## config.mk

```make
export PLATFORM = sky130hd
export DESIGN_NAME = imem_loader_flat
export DESIGN_NICKNAME = d
export VERILOG_FILES = /design/src/rtl/imem_loader_if.sv /design/src/rtl/imem_loader.sv /design/src/flat_wrapper.sv
export SDC_FILE = /design/constraint.sdc
export NUM_CORES = 1
export LEC_CHECK = 0
export ABC_AREA = 1
export BUFFER_PORTS_ARGS = -buffer_cell sky130_fd_sc_hd__buf_2
export CORE_AREA = 2 2 102 104
export CTS_CLUSTER_SIZE = 14
export DETAILED_ROUTE_END_ITERATION = 12
export DIE_AREA = 0 0 104 106
export GPL_ROUTABILITY_DRIVEN = 0
export PLACE_DENSITY = 0.78
export SYNTH_ARGS = -nofsm -noshare
export SYNTH_HDL_FRONTEND = slang
export SYNTH_SLANG_ARGS = --single-unit
```

## constraint.sdc

```tcl
create_clock -name clk -period 3.89 [get_ports clk]
set_input_delay 0 -clock clk [delete_from_list [all_inputs] [get_ports clk]]
set_output_delay 0 -clock clk [all_outputs]
set_load 0.01 [all_outputs]
```

## src/rtl/imem_loader_if.sv

```systemverilog
// rtl/imem_loader_if.sv - byte stream, imem write and status bundle for imem_loader
interface imem_loader_if #(
  parameter int ADDR_WIDTH = 32,
  parameter int DATA_WIDTH = 32
);
  logic                  start;
  logic [7:0]            byte_in;
  logic                  byte_valid;
  logic                  byte_ready;
  logic [ADDR_WIDTH-1:0] addr;
  logic [DATA_WIDTH-1:0] data;
  logic                  valid;
  logic                  core_rst_n;
  logic                  busy;
  logic                  done;
  logic                  err;

  modport master (
    output start, byte_in, byte_valid,
    input  byte_ready, addr, data, valid, core_rst_n, busy, done, err
  );

  modport slave (
    input  start, byte_in, byte_valid,
    output byte_ready, addr, data, valid, core_rst_n, busy, done, err
  );
endinterface

```

## src/rtl/imem_loader.sv

```systemverilog
// rtl/imem_loader.sv - boot loader filling imem from a length-prefixed little-endian byte stream
module imem_loader #(
  parameter int ADDR_WIDTH = 32,
  parameter int DATA_WIDTH = 32,
  parameter int IMEM_WORDS = 512
) (
  input logic          clk,
  input logic          rst,
  imem_loader_if.slave bus
);
  typedef enum logic [2:0] {IDLE, LEN0, LEN1, WORD, WRITE, DONE, ERR} state_t;

  localparam logic [16:0] MAX_N = 17'(IMEM_WORDS);

  state_t      state;
  logic [15:0] len;
  logic [15:0] idx;
  logic [1:0]  bcnt;
  logic [23:0] word_buf;
  logic        xfer;
  logic [15:0] len_next;
  logic [15:0] idx_next;

  assign xfer     = bus.byte_valid & bus.byte_ready;
  assign len_next = {bus.byte_in, len[7:0]};
  assign idx_next = idx + 16'd1;

  always_ff @(posedge clk or posedge rst) begin
    if (rst) begin
      state          <= IDLE;
      len            <= '0;
      idx            <= '0;
      bcnt           <= '0;
      word_buf       <= '0;
      bus.byte_ready <= 1'b0;
      bus.valid      <= 1'b0;
      bus.addr       <= '0;
      bus.data       <= '0;
      bus.core_rst_n <= 1'b0;
      bus.busy       <= 1'b0;
      bus.done       <= 1'b0;
      bus.err        <= 1'b0;
    end else begin
      bus.valid <= 1'b0;
      case (state)
        IDLE, DONE, ERR: begin
          if (bus.start) begin
            state          <= LEN0;
            bus.done       <= 1'b0;
            bus.err        <= 1'b0;
            bus.core_rst_n <= 1'b0;
            bus.busy       <= 1'b1;
            bus.byte_ready <= 1'b1;
            idx            <= '0;
            bcnt           <= '0;
          end
        end
        LEN0: begin
          if (xfer) begin
            len[7:0] <= bus.byte_in;
            state    <= LEN1;
          end
        end
        LEN1: begin
          if (xfer) begin
            len[15:8] <= bus.byte_in;
            if (len_next == 16'd0) begin
              state          <= DONE;
              bus.byte_ready <= 1'b0;
              bus.busy       <= 1'b0;
              bus.done       <= 1'b1;
              bus.core_rst_n <= 1'b1;
            end else if ({1'b0, len_next} > MAX_N) begin
              state          <= ERR;
              bus.byte_ready <= 1'b0;
              bus.busy       <= 1'b0;
              bus.err        <= 1'b1;
            end else begin
              state <= WORD;
            end
          end
        end
        WORD: begin
          // Bytes assemble off to the side so addr/data only move when the strobe fires.
          if (xfer) begin
            bcnt <= bcnt + 2'd1;
            case (bcnt)
              2'd0: word_buf[7:0]   <= bus.byte_in;
              2'd1: word_buf[15:8]  <= bus.byte_in;
              2'd2: word_buf[23:16] <= bus.byte_in;
              default: begin
                bus.data       <= DATA_WIDTH'({bus.byte_in, word_buf});
                bus.addr       <= ADDR_WIDTH'(idx);
                bus.valid      <= 1'b1;
                bus.byte_ready <= 1'b0;
                state          <= WRITE;
              end
            endcase
          end
        end
        WRITE: begin
          idx <= idx_next;
          if (idx_next == len) begin
            state          <= DONE;
            bus.busy       <= 1'b0;
            bus.done       <= 1'b1;
            bus.core_rst_n <= 1'b1;
          end else begin
            state          <= WORD;
            bus.byte_ready <= 1'b1;
          end
        end
        default: state <= IDLE;
      endcase
    end
  end
endmodule

```

## src/flat_wrapper.sv

```systemverilog
// flat-port wrapper written by rule: the top's interface ports become plain ports
module imem_loader_flat 
#(
  parameter int ADDR_WIDTH = 32,
  parameter int DATA_WIDTH = 32,
  parameter int IMEM_WORDS = 512
)
  (clk, rst, bus_start, bus_byte_in, bus_byte_valid, bus_byte_ready, bus_addr, bus_data, bus_valid, bus_core_rst_n, bus_busy, bus_done, bus_err);
  imem_loader_if #(.ADDR_WIDTH(ADDR_WIDTH), .DATA_WIDTH(DATA_WIDTH)) bus_i ();
  input logic clk;
  input logic rst;
  input wire logic [$bits(bus_i.start)-1:0] bus_start;
  input wire logic [$bits(bus_i.byte_in)-1:0] bus_byte_in;
  input wire logic [$bits(bus_i.byte_valid)-1:0] bus_byte_valid;
  output wire logic [$bits(bus_i.byte_ready)-1:0] bus_byte_ready;
  output wire logic [$bits(bus_i.addr)-1:0] bus_addr;
  output wire logic [$bits(bus_i.data)-1:0] bus_data;
  output wire logic [$bits(bus_i.valid)-1:0] bus_valid;
  output wire logic [$bits(bus_i.core_rst_n)-1:0] bus_core_rst_n;
  output wire logic [$bits(bus_i.busy)-1:0] bus_busy;
  output wire logic [$bits(bus_i.done)-1:0] bus_done;
  output wire logic [$bits(bus_i.err)-1:0] bus_err;
  assign bus_i.start = bus_start;
  assign bus_i.byte_in = bus_byte_in;
  assign bus_i.byte_valid = bus_byte_valid;
  assign bus_byte_ready = bus_i.byte_ready;
  assign bus_addr = bus_i.addr;
  assign bus_data = bus_i.data;
  assign bus_valid = bus_i.valid;
  assign bus_core_rst_n = bus_i.core_rst_n;
  assign bus_busy = bus_i.busy;
  assign bus_done = bus_i.done;
  assign bus_err = bus_i.err;
  imem_loader #(.ADDR_WIDTH(ADDR_WIDTH), .DATA_WIDTH(DATA_WIDTH), .IMEM_WORDS(IMEM_WORDS)) u_core (.clk(clk), .rst(rst), .bus(bus_i));
endmodule
```

### After elaboration in Yosys (flattened, before gate mapping)

Index checks and enable logic that the tools add are counted.

* register bits after elaboration: 114
* bits of input ports: 12
* output and inout port bits: 70
* logic and storage cells: 99

* $add $sub $neg: 2
* $lt $le $gt $ge: 1
* equality and inequality tests: 20
* muxes and demuxes: 36
* bitwise logic cells: 2
* reductions and logical operators: 23

Operators with widths (count)
* $pmux 16 s2: 1
* $mux 3: 8
* $reduce_and 5->1: 4
* $mux 1: 18
* $add 16x1->16 const B: 1
* $eq 16x16->1: 1
* $gt 16x10->1 const B: 1
* $logic_not 16->1: 1
* $mux 16: 1
* $pmux 3 s5: 1
* $reduce_and 3->1: 5
* $ne 2x1->1 const B: 6
* $eq 3x3->1 const B: 3
* $ne 2x2->1 const B: 4
* $reduce_and 7->1: 1
* $eq 3x2->1 const B: 2
* $pmux 1 s3: 2
* $reduce_and 2->1: 3
* $reduce_bool 2->1: 3
* $reduce_or 3->1: 2
* $mux 2: 2
* $pmux 1 s4: 1
* $pmux 2 s2: 1
* $reduce_bool 4->1: 1
* other kinds (11): 11

### Longest topological paths before layout

Gate-level depths: netlist of run 1.

* word-level depth: 5
* depth in mapped cells: 16

### Least setup slack after synthesis of run 1

Ideal clock, no wire load.

* kind: reg-to-reg
* start point: reg u_core.idx[0]
* end point: reg u_core.bus.done
* setup time: 0.117 ns
* data arrival time: 1.632 ns
* data required time: 3.773 ns
* slack: 2.141 ns
* stages on the path, launching flop included: 15
* cell sequence: dfrtp_1 ha_1 nand2_1 nor2_4 nand3_1 nand3_1 nand2_1 nor2_1 nand3_1 nor2_2 nand3_1 nand2_2 nand3_1 nand2_1 nand2_1

* word-level cells in the longest chain between the ends: 4

Ends and longest elaborated chain
* start: declaration: line imem_loader.sv:17 `logic [15:0] idx;`
* start signal: assignment: line imem_loader.sv:102 `idx <= idx_next;`
* $add 16x1->16: line imem_loader.sv:26 `assign idx_next = idx + 16'd1;`
* $eq 16x16->1: line imem_loader.sv:103 `if (idx_next == len) begin`
* $ne 2x1->1 (no line)
* $reduce_and 5->1 (no line)
* end signal: assignment: line imem_loader.sv:41 `bus.done <= 1'b0;`
* end signal: assignment: line imem_loader.sv:49 `bus.done <= 1'b0;`
* end signal: assignment: line imem_loader.sv:106 `bus.done <= 1'b1;`
* end: declaration: line imem_loader_if.sv:25 `output byte_ready, addr, data, valid, core_rst_n, busy, done, err`

No other way between the ends.
A chain may end at the register's enable or synchronous reset.

### Final worst setup path of run 1

* start point: reg u_core.state[0]
* end point: reg u_core.bus.addr[10]

* word-level cells in the longest chain between the ends: 2

Ends and longest elaborated chain
* start: declaration: line imem_loader.sv:15 `state_t state;`
* start signal: assignment: line imem_loader.sv:30 `state <= IDLE;`
* start signal: assignment: line imem_loader.sv:48 `state <= LEN0;`
* start signal: assignment: line imem_loader.sv:61 `state <= LEN1;`
* $eq 3x2->1: line imem_loader.sv:45 `case (state)`
* $reduce_and 3->1 (no line)
* end signal: assignment: line imem_loader.sv:93 `bus.addr <= ADDR_WIDTH'(idx);`
* end: declaration: line imem_loader_if.sv:25

No other way between the ends.

==> impl_metrics.prom, run 1 <==
# TYPE chip_impl_metric gauge
chip_impl_metric{name="timing.final.max_slew_violations",unit=""} 0
chip_impl_metric{name="grt_overflow",unit=""} 0
chip_impl_metric{name="synth_fa_ha_area_frac",unit=""} 0.01138
chip_impl_metric{name="postRouteAntennaNets",unit=""} 0
chip_impl_info{name="synth_top_family_by_area",value="simple AND/OR/NAND/NOR gates"} 1
chip_impl_metric{name="postPlaceCellArea",unit="sq mm"} 0.005871
chip_impl_info{name="critPathKind",value="reg2reg"} 1
chip_impl_metric{name="dr_total_vias",unit=""} 4821
chip_impl_info{name="synth_largest_area_cell",value="sky130_fd_sc_hd__dfrtp_1"} 1
chip_impl_metric{name="complex_gate_fraction_of_the_synthesized_area",unit=""} 0.09517
chip_impl_metric{name="fp.coreArea",unit="sq mm"} 0.01000
chip_impl_info{name="cell_at_the_root_of_the_clock_tree",value="sky130_fd_sc_hd__clkbuf_8"} 1
chip_impl_metric{name="effective_utilization_at_floorplan",unit=""} 0.5495
chip_impl_metric{name="via_count_of_the_first_global_routing_pass",unit=""} 4700
chip_impl_metric{name="area_fraction_in_and_or_nand_and_nor_cells_after_synthesis",unit=""} 0.2810
chip_impl_metric{name="critical-path-max-stage-delay",unit="ns"} 0.72
chip_impl_info{name="timing.critical_path.to_type",value="flip-flop"} 1
chip_impl_metric{name="diodes",unit=""} 0
chip_impl_metric{name="grt_max_degree",unit=""} 73
chip_impl_info{name="synth_flop_cell",value="sky130_fd_sc_hd__dfrtp_1"} 1
chip_impl_info{name="synth_most_common_cell",value="sky130_fd_sc_hd__nand2_1"} 1
chip_impl_info{name="critical_path.cell_chain",value="nand2_1 -> nor2_4 -> inv_2 -> nor3_4 -> inv_2 -> nand2_1 -> o21ai_1"} 1
chip_impl_metric{name="drc_violations_left",unit=""} 0
chip_impl_metric{name="die_height",unit="microns"} 106
chip_impl_info{name="critPathLaunchType",value="flip-flop"} 1
chip_impl_metric{name="finalCritPeriodShare",unit=""} 0.7065
chip_impl_metric{name="via_per_inst",unit=""} 5.345
chip_impl_info{name="result_of_the_run",value="complete, no violations"} 1
chip_impl_metric{name="global_route_wire_length_before_repair",unit="microns"} 22020
chip_impl_metric{name="postSynthCellCount",unit=""} 673
chip_impl_metric{name="cellPowerDensity",unit="mW/mm^2"} 435.2
chip_impl_metric{name="drive_above_1_share",unit=""} 0.1684
chip_impl_metric{name="synth_unique_cells",unit=""} 37
chip_impl_info{name="cts_tree",value="yes"} 1
chip_impl_metric{name="drtPass1Iterations",unit=""} 5
chip_impl_metric{name="io_buffers",unit=""} 65
chip_impl_metric{name="drtIter0Drc",unit=""} 363
chip_impl_metric{name="worst_ir_drop_vdd",unit="V"} 0.0003208
chip_impl_metric{name="h_tree_lvl_count",unit=""} 4
chip_impl_metric{name="antenna_violations_before_repair",unit=""} 0
chip_impl_metric{name="drt-total-wl",unit="microns"} 13000
chip_impl_info{name="rsz_0062_raised_after_global_routing",value="false"} 1
chip_impl_metric{name="cts.sink_count",unit=""} 114
chip_impl_metric{name="postCtsSetupBuffers",unit=""} 0
chip_impl_metric{name="timing.max_cap.violations",unit=""} 0
chip_impl_metric{name="post_synth_xor_area_fraction",unit=""} 0.01161
chip_impl_metric{name="die_area",unit="sq mm"} 0.01102
chip_impl_metric{name="power.leakage",unit="uW"} 0.003732
chip_impl_info{name="post_synth_main_area_contributors",value="sky130_fd_sc_hd__dfrtp_1 52%, sky130_fd_sc_hd__nand2_1 16%, sky130_fd_sc_hd__o21ai_0 5.7%, sky130_fd_sc_hd__nand3_1 4.1%, sky130_fd_sc_hd__inv_1 4.0%"} 1
chip_impl_metric{name="finalNetCount",unit=""} 770
chip_impl_metric{name="ios",unit=""} 82
chip_impl_metric{name="insertion_delay",unit="ns"} 0.53
chip_impl_metric{name="cp.required",unit="ns"} 4.27
chip_impl_metric{name="design_area",unit="sq mm"} 0.006609
chip_impl_metric{name="async_flop_share",unit=""} 1.000
chip_impl_metric{name="maxSlewHeadroom",unit=""} 0.3012
chip_impl_metric{name="timing.fmax",unit="MHz"} 363.9
chip_impl_metric{name="synthesis_to_layout_area_growth",unit="%"} 20.26
chip_impl_metric{name="fp.dieW",unit="microns"} 104
chip_impl_info{name="cp_slowest_cell",value="sky130_fd_sc_hd__nor3_4"} 1
chip_impl_metric{name="cts-buffers-inserted",unit=""} 17
chip_impl_metric{name="clkTransAtPathRegs",unit="ns"} 0.06
chip_impl_metric{name="critical_path_arrival",unit="ns"} 3.12
chip_impl_metric{name="setup_viol",unit=""} 0
chip_impl_metric{name="count_of_final_hold_check_violations",unit=""} 0
chip_impl_metric{name="routedWlPerCell",unit="microns"} 14.41
chip_impl_metric{name="synth_top_area_share",unit=""} 0.5191
chip_impl_info{name="synth_top_cells_by_count",value="239 x sky130_fd_sc_hd__nand2_1, 114 x sky130_fd_sc_hd__dfrtp_1, 63 x sky130_fd_sc_hd__o21ai_0, 58 x sky130_fd_sc_hd__inv_1, 45 x sky130_fd_sc_hd__nand3_1"} 1
chip_impl_metric{name="syn_area_per_cell",unit="sq um"} 8.165
chip_impl_metric{name="synth_sequential_area_ratio",unit=""} 0.5191
chip_impl_metric{name="cts_buffer_depth",unit=""} 2
chip_impl_metric{name="global_route.usage.total",unit=""} 0.2528
chip_impl_metric{name="post_synth_mux_area_share",unit=""} 0
chip_impl_metric{name="clock-skew-final",unit="ns"} 0.004025
chip_impl_metric{name="synth_edf_count",unit=""} 0
chip_impl_metric{name="critical_path_peak_fanout",unit=""} 72
chip_impl_metric{name="netlist_area",unit="sq mm"} 0.005495
chip_impl_metric{name="setup.reg_to_reg.worst_slack",unit="ns"} 1.14
chip_impl_metric{name="finalSetupTns",unit="ns"} 0
chip_impl_metric{name="dp.final_hpwl",unit="microns"} 8842
chip_impl_metric{name="placementRows",unit=""} 37
chip_impl_metric{name="yosys_warnings",unit=""} 0
chip_impl_metric{name="worst_slew_pin_tran",unit="ns"} 1.048
chip_impl_metric{name="postSynthRegisterBits",unit=""} 114
chip_impl_metric{name="finalCriticalPeriod",unit="ns"} 2.748
chip_impl_metric{name="power",unit="uW"} 2876
chip_impl_info{name="holdCritPathClass",value="in2reg"} 1
==> stage by stage <==
stage               hold WS [ns]  setup WS [ns]  cells    util
global route              0.2616         0.7692    902  0.6609
finish                    0.2302          1.142    902  0.6609
floorplan                 0.1210         0.8743    688       -
global placement         -0.1118          1.333    858  0.5871
CTS                       0.2336          1.134    902  0.6609
detailed placement       -0.1122          1.199    858  0.5871
==> cell type report <==
class | count | area (sq um)
Fill cell | 817 | 3391
Sequential cell | 114 | 2853
Multi-Input combinational cell | 475 | 2253
Timing Repair Buffer | 80 | 467.9
Clock buffer | 18 | 417.9
Inverter | 65 | 246.5
Clock inverter | 14 | 200.2
Tap cell | 136 | 170.2
==> cells in the final DEF (no fill, tap or decap), types with 2 or more instances in the layout <==
cell                            Yosys  final
sky130_fd_sc_hd__clkinv_4           0      2
sky130_fd_sc_hd__nand3_1           45     45
sky130_fd_sc_hd__nor2_8             2      2
sky130_fd_sc_hd__nand2_1          239    239
sky130_fd_sc_hd__nor2_1            29     29
sky130_fd_sc_hd__o21ai_0           63     63
sky130_fd_sc_hd__clkbuf_16          0     16
sky130_fd_sc_hd__nand2_2            7      7
sky130_fd_sc_hd__nand3_2            3      3
sky130_fd_sc_hd__nor3_1             3      3
sky130_fd_sc_hd__nor2_4             3      3
sky130_fd_sc_hd__buf_4             17      3
sky130_fd_sc_hd__xor2_1             2      2
sky130_fd_sc_hd__conb_1             1     16
sky130_fd_sc_hd__buf_2              2     65
sky130_fd_sc_hd__inv_1             58     57
sky130_fd_sc_hd__clkinvlp_4         0      3
sky130_fd_sc_hd__dfrtp_1          114    114
sky130_fd_sc_hd__inv_2              6      6
sky130_fd_sc_hd__a21oi_1            2      2
sky130_fd_sc_hd__bufinv_16          0      4
sky130_fd_sc_hd__nand4_2            2      2
sky130_fd_sc_hd__inv_6              0      4
sky130_fd_sc_hd__dlygate4sd3_1      0     12
sky130_fd_sc_hd__ha_1               5      5
sky130_fd_sc_hd__nand4_1           11     11
sky130_fd_sc_hd__o21ai_1           18     18
sky130_fd_sc_hd__nor2_2             3      3
sky130_fd_sc_hd__o22ai_1           11     11
==> final timing paths <==
| kind | endpoint | depth (start not counted) | start |
|---|---|---|---|
| setup / recovery | u_core.bus.addr[10]$_DFFE_PP0P_ | 7 | u_core.state[0]$_DFFE_PP0P_ |
| hold / removal | u_core.len[11]$_DFFE_PP0P_ | 4 | bus_byte_in[3] |
| setup reg to reg | u_core.bus.addr[10]$_DFFE_PP0P_ | 7 | u_core.state[0]$_DFFE_PP0P_ |
| hold reg to reg | u_core.bus.data[1]$_DFFE_PP0P_ | 2 | u_core.bus.data[1]$_DFFE_PP0P_ |
| max in group asynchronous | u_core.word_buf[5]$_DFFE_PP0P_ | 5 | rst |
| min in group asynchronous | u_core.bus.addr[2]$_DFFE_PP0P_ | 4 | rst |
==> report_power, final <==
group / internal [uW] / switching, uW / total (uW) / leakage [uW]
clock network: 1050 / 583 / 1630 / 0.000293
logic: 14.6 / 45.1 / 59.7 / 0.00199
registers: 1190 / 0 / 1190 / 0.00145
total: 2250 / 628 / 2880 / 0.00373
==> logic make-up (layout without fill, tap and decap cells) <==
kind of cell	after synthesis	in the layout
buf+inv	99	177
compound gates	99	99
other cells	1	16
flops	114	114
simple gates	351	351
fa+ha+maj	5	5
xor+xnor	4	4
==> routing by layer <==
metal | GRT usage | vias up | share of wire
met3 | 0.05518 | 28 | 0.068
met1 | 0.3176 | 2312 | 0.41
met2 | 0.4248 | 184 | 0.50
met5 | 0 | - | 0
met4 | 0.1091 | 0 | 0.022
li1 | - | 2297 | -
==> worst max-delay path: cells and delay by family (launching register included) <==
kind                   cells  cell delay [ns]
and+or+nand+nor            4             1.26
AOI/OAI and AO/OA          1             0.09
buffers and inverters      2             0.76
DFF                        1             0.44
==> timing repair <==
action	in CTS	in global routing
resized for setup	0	0
hold buffers	12	0
hold endpoints to repair	164	0
==> sequential cells by signal, summed over array words and instances (netlist names) <==
register	flops
u_core.bus.busy	1
u_core.bus.valid	1
u_core.bus.byte_ready	1
u_core.bus.addr	16
u_core.bus.done	1
u_core.idx	16
u_core.bcnt	2
u_core.state	3
u_core.bus.data	32
u_core.word_buf	24
u_core.bus.err	1
u_core.len	16
(Power assumes the default switching activity.)
==> inputs of run 2 (changes only) <==
--- a/config.mk
+++ b/config.mk
@@ -7,12 +7,12 @@
 export LEC_CHECK = 0
 export ABC_AREA = 1
 export BUFFER_PORTS_ARGS = -buffer_cell sky130_fd_sc_hd__buf_2
-export CORE_AREA = 2 2 102 104
+export CORE_AREA = 2 2 106 108
 export CTS_CLUSTER_SIZE = 14
 export DETAILED_ROUTE_END_ITERATION = 12
-export DIE_AREA = 0 0 104 106
+export DIE_AREA = 0 0 108 110
 export GPL_ROUTABILITY_DRIVEN = 0
-export PLACE_DENSITY = 0.78
+export PLACE_DENSITY = 0.76
 export SYNTH_ARGS = -nofsm -noshare
 export SYNTH_HDL_FRONTEND = slang
 export SYNTH_SLANG_ARGS = --single-unit
==> constraint.sdc (replaced) <==
create_clock -name clk -period 2.3 [get_ports clk]
set_input_delay 0 -clock clk [delete_from_list [all_inputs] [get_ports clk]]
set_output_delay 0 -clock clk [all_outputs]
set_load 0.01 [all_outputs]
==> run 2 against run 1 <==
Compared with the run above: utilization shrank 4.2 points; sequential power rose by 69%; clock skew rose by 0.0016 ns; final cell count is 0.89% higher; critical endpoint is now u_core.state[2]$_DFFE_PP0P_; largest power group unchanged.
==> impl_metrics.prom, run 2 (synthesis results as in run 1) <==
# TYPE chip_impl_metric gauge
chip_impl_info{name="result_of_the_run",value="complete, no violations"} 1
chip_impl_info{name="worst_r2r_endpoint",value="u_core.state[2]$_DFFE_PP0P_"} 1
chip_impl_info{name="critPathCapture",value="u_core.state[2]$_DFFE_PP0P_"} 1
chip_impl_metric{name="h_tree_lvl_count",unit=""} 4
chip_impl_metric{name="grt_max_degree",unit=""} 115
chip_impl_metric{name="clkTransAtPathRegs",unit="ns"} 0.05
chip_impl_metric{name="drtPass1Iterations",unit=""} 7
chip_impl_info{name="cts_tree",value="yes"} 1
chip_impl_metric{name="finalNetCount",unit=""} 775
chip_impl_info{name="cell_at_the_root_of_the_clock_tree",value="sky130_fd_sc_hd__clkbuf_8"} 1
chip_impl_metric{name="cts_buffer_depth",unit=""} 2
chip_impl_metric{name="critical_path_peak_fanout",unit=""} 6
chip_impl_metric{name="die_height",unit="microns"} 110
chip_impl_metric{name="dp.final_hpwl",unit="microns"} 9037
chip_impl_metric{name="count_of_final_hold_check_violations",unit=""} 0
chip_impl_metric{name="insertion_delay",unit="ns"} 0.52
chip_impl_metric{name="dr_total_vias",unit=""} 4911
chip_impl_info{name="mostFrequentLayoutCells",value="238 x sky130_fd_sc_hd__nand2_1, 114 x sky130_fd_sc_hd__dfrtp_1, 65 x sky130_fd_sc_hd__buf_2"} 1
chip_impl_info{name="timing.critical_path.to_type",value="flip-flop"} 1
chip_impl_metric{name="io_buffers",unit=""} 65
chip_impl_metric{name="worst_ir_drop_vdd",unit="V"} 0.0004448
chip_impl_metric{name="antenna_violations_before_repair",unit=""} 0
chip_impl_info{name="critPathLaunchType",value="flip-flop"} 1
chip_impl_metric{name="reg2reg_depth",unit=""} 16
chip_impl_metric{name="cp.required",unit="ns"} 2.75
chip_impl_metric{name="grt_overflow",unit=""} 0
chip_impl_metric{name="drt-total-wl",unit="microns"} 13430
chip_impl_info{name="layout_top_registers",value="u_core.bus.data: 32 flops, u_core.word_buf: 24 flops"} 1
chip_impl_metric{name="finalCritPeriodShare",unit=""} 0.9197
chip_impl_metric{name="via_per_inst",unit=""} 5.397
chip_impl_metric{name="largest_register_ffs",unit=""} 32
chip_impl_metric{name="fill_cells",unit=""} 946
chip_impl_metric{name="postRouteAntennaNets",unit=""} 0
chip_impl_metric{name="setup.reg_to_reg.worst_slack",unit="ns"} 0.18
chip_impl_metric{name="diodes",unit=""} 0
chip_impl_metric{name="placementRows",unit=""} 38
chip_impl_metric{name="setup_viol",unit=""} 0
chip_impl_metric{name="fp.dieW",unit="microns"} 108
chip_impl_info{name="rr_startpoint",value="u_core.idx[1]$_DFFE_PP0P_"} 1
chip_impl_metric{name="finalCriticalPeriod",unit="ns"} 2.115
chip_impl_metric{name="ios",unit=""} 82
chip_impl_metric{name="timing.max_cap.violations",unit=""} 0
chip_impl_metric{name="drtIter0Drc",unit=""} 344
chip_impl_info{name="critPathKind",value="reg2reg"} 1
chip_impl_metric{name="critical_path_arrival",unit="ns"} 2.57
chip_impl_info{name="mostFrequentLayoutCell",value="sky130_fd_sc_hd__nand2_1"} 1
chip_impl_metric{name="design_area",unit="sq mm"} 0.006620
chip_impl_metric{name="timing.fmax",unit="MHz"} 472.7
chip_impl_metric{name="cts-buffers-inserted",unit=""} 17
chip_impl_metric{name="synthesis_to_layout_area_growth",unit="%"} 20.47
chip_impl_metric{name="timing.final.max_slew_violations",unit=""} 0
chip_impl_metric{name="cellPowerDensity",unit="mW/mm^2"} 700.9
chip_impl_metric{name="global_route_wire_length_before_repair",unit="microns"} 22270
chip_impl_metric{name="postPlaceCellArea",unit="sq mm"} 0.005912
chip_impl_info{name="crit_path_start",value="u_core.idx[1]$_DFFE_PP0P_"} 1
chip_impl_metric{name="cts.sink_count",unit=""} 114
chip_impl_metric{name="via_count_of_the_first_global_routing_pass",unit=""} 4827
chip_impl_metric{name="fp.coreArea",unit="sq mm"} 0.01070
chip_impl_metric{name="effective_utilization_at_floorplan",unit=""} 0.5137
chip_impl_metric{name="final.hold.worst_slack",unit="ns"} 0.1221
chip_impl_info{name="holdCritPathClass",value="in2reg"} 1
chip_impl_metric{name="routedWlPerCell",unit="microns"} 14.75
chip_impl_metric{name="maxSlewHeadroom",unit=""} 0.2948
chip_impl_metric{name="drc_violations_left",unit=""} 0
chip_impl_metric{name="layout.core_utilization",unit=""} 0.6188
chip_impl_metric{name="worst_slew_pin_tran",unit="ns"} 1.058
chip_impl_metric{name="clock-skew-final",unit="ns"} 0.005592
chip_impl_metric{name="die_area",unit="sq mm"} 0.01188
chip_impl_metric{name="global_route.usage.total",unit=""} 0.2445
chip_impl_info{name="largest_register",value="u_core.bus.data"} 1
chip_impl_metric{name="drive_above_1_share",unit=""} 0.1753
chip_impl_metric{name="power.leakage",unit="uW"} 0.003732
-- run 2: cell types whose count changed in the layout (fill, tap and decap cells not counted), moves of 2 or more --
cell | before | now
sky130_fd_sc_hd__dlygate4sd3_1 | 12 | 10
sky130_fd_sc_hd__clkbuf_1 | 1 | 4
sky130_fd_sc_hd__clkinv_2 | 1 | 3
sky130_fd_sc_hd__inv_6 | 4 | 0
sky130_fd_sc_hd__buf_4 | 3 | 9
-- run 2: worst min-delay path by stage --
stage                    from  slack [ns]                              to  depth (start not counted)
2_1_floorplan  bus_byte_in[2]        0.12      u_core.len[10]$_DFFE_PP0P_                          2
6_report       bus_byte_valid        0.12      u_core.bus.valid$_DFF_PP0_                          4
4_1_cts        bus_byte_valid        0.11      u_core.bus.valid$_DFF_PP0_                          4
3_5_place_dp              rst        0.23  u_core.bus.addr[4]$_DFFE_PP0P_                          3
5_1_grt        bus_byte_valid        0.14      u_core.bus.valid$_DFF_PP0_                          4
3_3_place_gp              rst        0.21  u_core.bus.addr[4]$_DFFE_PP0P_                          3
-- run 2: cell type report --
cell class | count | area, sq um | share of cell area
Clock buffer | 21 | 429.2 | 0.06483
Tap cell | 140 | 175.2 | 0.02646
Multi-Input combinational cell | 475 | 2266 | 0.3423
Clock inverter | 10 | 136.4 | 0.02060
Timing Repair Buffer | 85 | 513.0 | 0.07749
Sequential cell | 114 | 2853 | 0.4309
Inverter | 65 | 247.7 | 0.03742
-- run 2: worst max-delay path: stages, from the launching register on --
cell and delay (ns):
sky130_fd_sc_hd__dfrtp_1 0.40, sky130_fd_sc_hd__ha_2 0.23, sky130_fd_sc_hd__nand2_2 0.09, sky130_fd_sc_hd__nor2_4 0.20, sky130_fd_sc_hd__buf_4 0.14, sky130_fd_sc_hd__nand3_1 0.09, sky130_fd_sc_hd__nand2_1 0.11, sky130_fd_sc_hd__nand2_1 0.07
sky130_fd_sc_hd__nand2_1 0.06, sky130_fd_sc_hd__nand2_1 0.05, sky130_fd_sc_hd__nor2_1 0.08, sky130_fd_sc_hd__nand2_1 0.07, sky130_fd_sc_hd__nor2_2 0.11, sky130_fd_sc_hd__nand3_2 0.09, sky130_fd_sc_hd__o21ai_1 0.10, sky130_fd_sc_hd__nand2_1 0.06
sky130_fd_sc_hd__nand2_1 0.07
-- run 2: power by group --
group | switching (uW) | leakage, uW | internal [uW]
registers | 0 | 0.00145 | 2010
logic | 79.7 | 0.00202 | 24.9
clock network | 892 | 0.000268 | 1640
total | 971 | 0.00373 | 3670
-- run 2: through the flow --
step	instances	setup WS, ns	setup TNS [ns]	total power (uW)
4_1_cts	906	0.2047	0	4660
3_5_place_dp	865	0.2384	0	2136
5_1_grt	910	-0.02516	-0.07269	4768
6_report	910	0.1847	0	4640
3_3_place_gp	865	0.3359	0	2135
2_1_floorplan	688	0.5512	0	2113
-- run 2: what timing repair did --
item	CTS	global route
gates resized for setup	0	4
endpoints found under the setup margin	0	5
endpoints found under the hold margin	165	0
hold buffers	10	0
setup buffers	0	4
-- run 2: routing by layer --
layer | vias up | GRT usage | part of all wire | wire length (microns)
met4 | 0 | 0.1190 | 0.027 | 365
met2 | 203 | 0.4021 | 0.50 | 6658
li1 | 2313 | - | - | -
met3 | 38 | 0.06820 | 0.072 | 967
met1 | 2357 | 0.2990 | 0.40 | 5436
met5 | - | 0 | 0 | 0
==> inputs of run 3 (changes only) <==
--- a/config.mk
+++ b/config.mk
@@ -5,14 +5,13 @@
 export SDC_FILE = /design/constraint.sdc
 export NUM_CORES = 1
 export LEC_CHECK = 0
-export ABC_AREA = 1
 export BUFFER_PORTS_ARGS = -buffer_cell sky130_fd_sc_hd__buf_2
-export CORE_AREA = 2 2 106 108
+export CORE_AREA = 2 2 107 109
 export CTS_CLUSTER_SIZE = 14
 export DETAILED_ROUTE_END_ITERATION = 12
-export DIE_AREA = 0 0 108 110
+export DIE_AREA = 0 0 109 111
 export GPL_ROUTABILITY_DRIVEN = 0
-export PLACE_DENSITY = 0.76
+export PLACE_DENSITY = 0.75
 export SYNTH_ARGS = -nofsm -noshare
 export SYNTH_HDL_FRONTEND = slang
 export SYNTH_SLANG_ARGS = --single-unit
==> run 3 against run 2 <==
Compared with the run above: final area increased by 9.9%; synthesized area rose by 0.48%; fmax fell by 18%; non-clock buffer count is 58 higher; clock-buffer cell count fell by 3; clock skew up 0.0017 ns; synthesized cell count fell by 26%; setup slack got worse by 0.47 ns; routed wire length decreased by 1.7%; largest cell class unchanged; critical endpoint is now u_core.state[1]$_DFFE_PP0P_; the run now ends with setup timing left; via count fell by 12%.
==> impl_metrics.prom, run 3 <==
# TYPE chip_impl_metric gauge
chip_impl_metric{name="synth_top_area_share",unit=""} 0.5167
chip_impl_metric{name="drtPass1Iterations",unit=""} 5
chip_impl_metric{name="reg2reg_depth",unit=""} 8
chip_impl_metric{name="fp.dieW",unit="microns"} 109
chip_impl_metric{name="timing.final.max_slew_violations",unit=""} 0
chip_impl_metric{name="clock-skew-final",unit="ns"} 0.007295
chip_impl_info{name="synth_top_cells_by_count",value="114 x sky130_fd_sc_hd__dfrtp_1, 78 x sky130_fd_sc_hd__mux2_2, 60 x sky130_fd_sc_hd__nand2_1, 28 x sky130_fd_sc_hd__o21ai_0, 23 x sky130_fd_sc_hd__nor2_1"} 1
chip_impl_info{name="cell_at_the_root_of_the_clock_tree",value="sky130_fd_sc_hd__clkbuf_16"} 1
chip_impl_metric{name="worst_ir_drop_vdd",unit="V"} 0.0006141
chip_impl_metric{name="insertion_delay",unit="ns"} 0.41
chip_impl_metric{name="layout.core_utilization",unit=""} 0.6571
chip_impl_metric{name="combinationalPowerShare",unit=""} 0.270
chip_impl_metric{name="antenna_violations_before_repair",unit=""} 0
chip_impl_metric{name="cp.required",unit="ns"} 2.58
chip_impl_metric{name="yosys_warnings",unit=""} 0
chip_impl_info{name="crit_path_start",value="u_core.idx[0]$_DFFE_PP0P_"} 1
chip_impl_metric{name="worst_hold_path.num_cells",unit=""} 4
chip_impl_metric{name="die_height",unit="microns"} 111
chip_impl_metric{name="setup_viol",unit=""} 5
chip_impl_metric{name="dr_total_vias",unit=""} 4337
chip_impl_metric{name="fp.coreArea",unit="sq mm"} 0.01108
chip_impl_metric{name="synth_unique_cells",unit=""} 55
chip_impl_info{name="cp_slowest_cell",value="sky130_fd_sc_hd__dfrtp_2"} 1
chip_impl_metric{name="drc_violations_left",unit=""} 0
chip_impl_metric{name="dp.final_hpwl",unit="microns"} 8915
chip_impl_metric{name="timing.fmax",unit="MHz"} 387.5
chip_impl_metric{name="ios",unit=""} 82
chip_impl_metric{name="via_per_inst",unit=""} 5.525
chip_impl_metric{name="postRouteAntennaNets",unit=""} 0
chip_impl_metric{name="postSynthCellCount",unit=""} 495
chip_impl_metric{name="switching_fraction",unit=""} 0.3213
chip_impl_info{name="holdCritPathClass",value="in2reg"} 1
chip_impl_metric{name="timing.critical_path.depth",unit=""} 8
chip_impl_info{name="rsz_0062_raised_after_global_routing",value="true"} 1
chip_impl_metric{name="cts-buffers-inserted",unit=""} 17
chip_impl_metric{name="timing.max_cap.violations",unit=""} 0
chip_impl_info{name="worst_r2r_endpoint",value="u_core.state[1]$_DFFE_PP0P_"} 1
chip_impl_info{name="cell_class_contributing_the_biggest_share_of_worst_path_delay",value="simple AND/OR/NAND/NOR gates"} 1
chip_impl_metric{name="finalSetupTns",unit="ns"} -0.9672
chip_impl_info{name="mostFrequentLayoutCell",value="sky130_fd_sc_hd__dfrtp_1"} 1
chip_impl_metric{name="cellPowerDensity",unit="mW/mm^2"} 987.3
chip_impl_metric{name="cts_buffer_depth",unit=""} 2
chip_impl_metric{name="setup.reg_to_reg.worst_slack",unit="ns"} -0.28
chip_impl_metric{name="placementRows",unit=""} 39
chip_impl_info{name="critical_path.cell_chain",value="buf_6 -> nand4_4 -> buf_6 -> o41ai_4 -> nand2_1 -> or3_4 -> or3_4 -> a221o_1"} 1
chip_impl_metric{name="timing.final.ws_setup",unit="ns"} -0.2804
chip_impl_metric{name="count_of_final_hold_check_violations",unit=""} 0
chip_impl_metric{name="effective_utilization_at_floorplan",unit=""} 0.4985
chip_impl_info{name="failed_checks",value="setup timing"} 1
chip_impl_info{name="layout_top_registers",value="u_core.bus.data: 32 flops, u_core.word_buf: 24 flops"} 1
chip_impl_metric{name="largest_register_ffs",unit=""} 32
chip_impl_metric{name="finalCriticalPeriod",unit="ns"} 2.580
chip_impl_info{name="cts_tree",value="yes"} 1
chip_impl_metric{name="preCtsSetupSlack",unit="ns"} -0.2928
chip_impl_metric{name="grt_max_degree",unit=""} 50
chip_impl_info{name="critPathCapture",value="u_core.state[1]$_DFFE_PP0P_"} 1
chip_impl_info{name="post_synth_main_area_contributors",value="sky130_fd_sc_hd__dfrtp_1 52%, sky130_fd_sc_hd__mux2_2 16%, sky130_fd_sc_hd__nand2_1 4.1%, sky130_fd_sc_hd__buf_4 2.6%, sky130_fd_sc_hd__o21ai_0 2.5%"} 1
chip_impl_metric{name="grt_overflow",unit=""} 0
chip_impl_metric{name="finalNetCount",unit=""} 647
chip_impl_metric{name="critical_path_peak_fanout",unit=""} 5
chip_impl_metric{name="pwr-share-clk",unit=""} 0.349
chip_impl_metric{name="global_route.usage.total",unit=""} 0.2280
chip_impl_metric{name="clkTransAtPathRegs",unit="ns"} 0.06
chip_impl_metric{name="synthesis_to_layout_area_growth",unit="%"} 31.82
chip_impl_metric{name="die_area",unit="sq mm"} 0.01210
chip_impl_metric{name="worst_slew_pin_tran",unit="ns"} 0.6798
chip_impl_metric{name="maxSlewHeadroom",unit=""} 0.5351
chip_impl_info{name="critPathKind",value="reg2reg"} 1
chip_impl_info{name="synth_flop_cell",value="sky130_fd_sc_hd__dfrtp_1"} 1
chip_impl_info{name="mostFrequentLayoutCells",value="109 x sky130_fd_sc_hd__dfrtp_1, 78 x sky130_fd_sc_hd__mux2_2, 65 x sky130_fd_sc_hd__buf_2"} 1
chip_impl_metric{name="async_flop_share",unit=""} 1.000
chip_impl_metric{name="sequentialPowerShare",unit=""} 0.381
chip_impl_info{name="critPathLaunchType",value="flip-flop"} 1
chip_impl_metric{name="drtIter0Drc",unit=""} 273
chip_impl_metric{name="via_count_of_the_first_global_routing_pass",unit=""} 4310
chip_impl_metric{name="cts.sink_count",unit=""} 114
chip_impl_metric{name="synth_sequential_area_ratio",unit=""} 0.5167
chip_impl_metric{name="postSynthRegisterBits",unit=""} 114
chip_impl_metric{name="io_buffers",unit=""} 65
chip_impl_metric{name="drive_above_1_share",unit=""} 0.4315
chip_impl_metric{name="synth_edf_count",unit=""} 0
chip_impl_metric{name="drt-total-wl",unit="microns"} 13200
chip_impl_metric{name="critical_path_arrival",unit="ns"} 2.86
chip_impl_metric{name="syn_area_per_cell",unit="sq um"} 11.15
chip_impl_info{name="result_of_the_run",value="complete, but fails checks"} 1
chip_impl_metric{name="power.leakage",unit="uW"} 0.003643
chip_impl_info{name="rr_startpoint",value="u_core.idx[0]$_DFFE_PP0P_"} 1
chip_impl_metric{name="p_sw",unit="uW"} 2309
chip_impl_metric{name="internal_power",unit="uW"} 4877
chip_impl_metric{name="diodes",unit=""} 0
chip_impl_metric{name="final.hold.worst_slack",unit="ns"} 0.1171
chip_impl_metric{name="h_tree_lvl_count",unit=""} 4
chip_impl_metric{name="routedWlPerCell",unit="microns"} 16.82
chip_impl_metric{name="finalCritPeriodShare",unit=""} 1.122
chip_impl_metric{name="critical_path.n_buffers_inverters",unit=""} 2
chip_impl_info{name="synth_most_common_cell",value="sky130_fd_sc_hd__dfrtp_1"} 1
chip_impl_metric{name="critical-path-max-stage-delay",unit="ns"} 0.42
chip_impl_info{name="largest_register",value="u_core.bus.data"} 1
chip_impl_info{name="synth_largest_area_cell",value="sky130_fd_sc_hd__dfrtp_1"} 1
chip_impl_metric{name="netlist_area",unit="sq mm"} 0.005522
chip_impl_info{name="timing.critical_path.to_type",value="flip-flop"} 1
chip_impl_metric{name="global_route_wire_length_before_repair",unit="microns"} 21490
==> run 3: worst min-delay path by stage <==
stage	from	endpoint	slack [ns]
2_1_floorplan	bus_byte_in[2]	u_core.len[10]$_DFFE_PP0P_	0.11
3_3_place_gp	rst	u_core.bus.data[19]$_DFFE_PP0P_	0.13
3_5_place_dp	rst	u_core.bus.data[19]$_DFFE_PP0P_	0.13
4_1_cts	bus_byte_valid	u_core.bcnt[0]$_DFFE_PP0P_	0.11
5_1_grt	bus_byte_valid	u_core.state[0]$_DFFE_PP0P_	0.12
6_report	bus_byte_valid	u_core.bcnt[0]$_DFFE_PP0P_	0.12
==> run 3: through the flow <==
| step | total power [uW] | cells | area (sq um) |
|---|---|---|---|
| 2_1_floorplan | 3872 | 510 | 5608 |
| 3_3_place_gp | 4374 | 740 | 6396 |
| 3_5_place_dp | 4483 | 740 | 6396 |
| 4_1_cts | 7124 | 784 | 7176 |
| 5_1_grt | 7576 | 785 | 7278 |
| 6_report | 7186 | 785 | 7278 |
==> run 3: timing repair <==
| item | in CTS | in global routing |
|---|---|---|
| pin swaps | 4 | 6 |
| resized for setup | 17 | 14 |
| setup buffers | 3 | 1 |
| hold endpoints to repair | 60 | 0 |
| hold buffers | 10 | 0 |
| endpoints found under the setup margin | 5 | 5 |
==> run 3: kinds of logic after synthesis <==
| family | after synthesis | synth area share |
|---|---|---|
| compound gates | 74 | 0.08769 |
| xor+xnor | 20 | 0.03172 |
| fa+ha+maj | 7 | 0.01496 |
| buf+inv | 54 | 0.05099 |
| flops | 114 | 0.5167 |
| mux | 80 | 0.1627 |
| other cells | 1 | 0.0006792 |
| simple gates | 145 | 0.1346 |
==> run 3: power groups by stage <==
stage	clock, uW	sequential [uW]	combinational (uW)
2_1_floorplan	0	2650	1220
3_3_place_gp	0	2710	1660
3_5_place_dp	0	2750	1730
4_1_cts	2540	2720	1860
5_1_grt	2650	2790	2140
6_report	2510	2740	1940
==> run 3: layout make-up <==
type                       count  area (sq um)
multi-input combinational    342          2644
fill                         812          3799
sequential                   114          2859
clock buffer                  18         439.2
tap                          143         178.9
clock inverter                13         127.6
timing repair buffer         143         980.9
inverter                      12         48.80
==> run 3: worst reg2reg max path, stage by stage, from the launching register on <==
cell and delay (ns):
sky130_fd_sc_hd__dfrtp_2 0.42, sky130_fd_sc_hd__buf_6 0.12, sky130_fd_sc_hd__nand4_4 0.15, sky130_fd_sc_hd__buf_6 0.19, sky130_fd_sc_hd__o41ai_4 0.37, sky130_fd_sc_hd__nand2_1 0.11, sky130_fd_sc_hd__or3_4 0.41, sky130_fd_sc_hd__or3_4 0.38
sky130_fd_sc_hd__a221o_1 0.32
==> run 3: per-layer routing <==
metal | track usage | routed length (microns) | vias to the layer above
met1 | 0.3067 | 5607 | 2119
met5 | 0 | 0 | -
met3 | 0.05761 | 836 | 28
met4 | 0.07607 | 259 | 0
met2 | 0.3594 | 6498 | 177
li1 | - | - | 2013
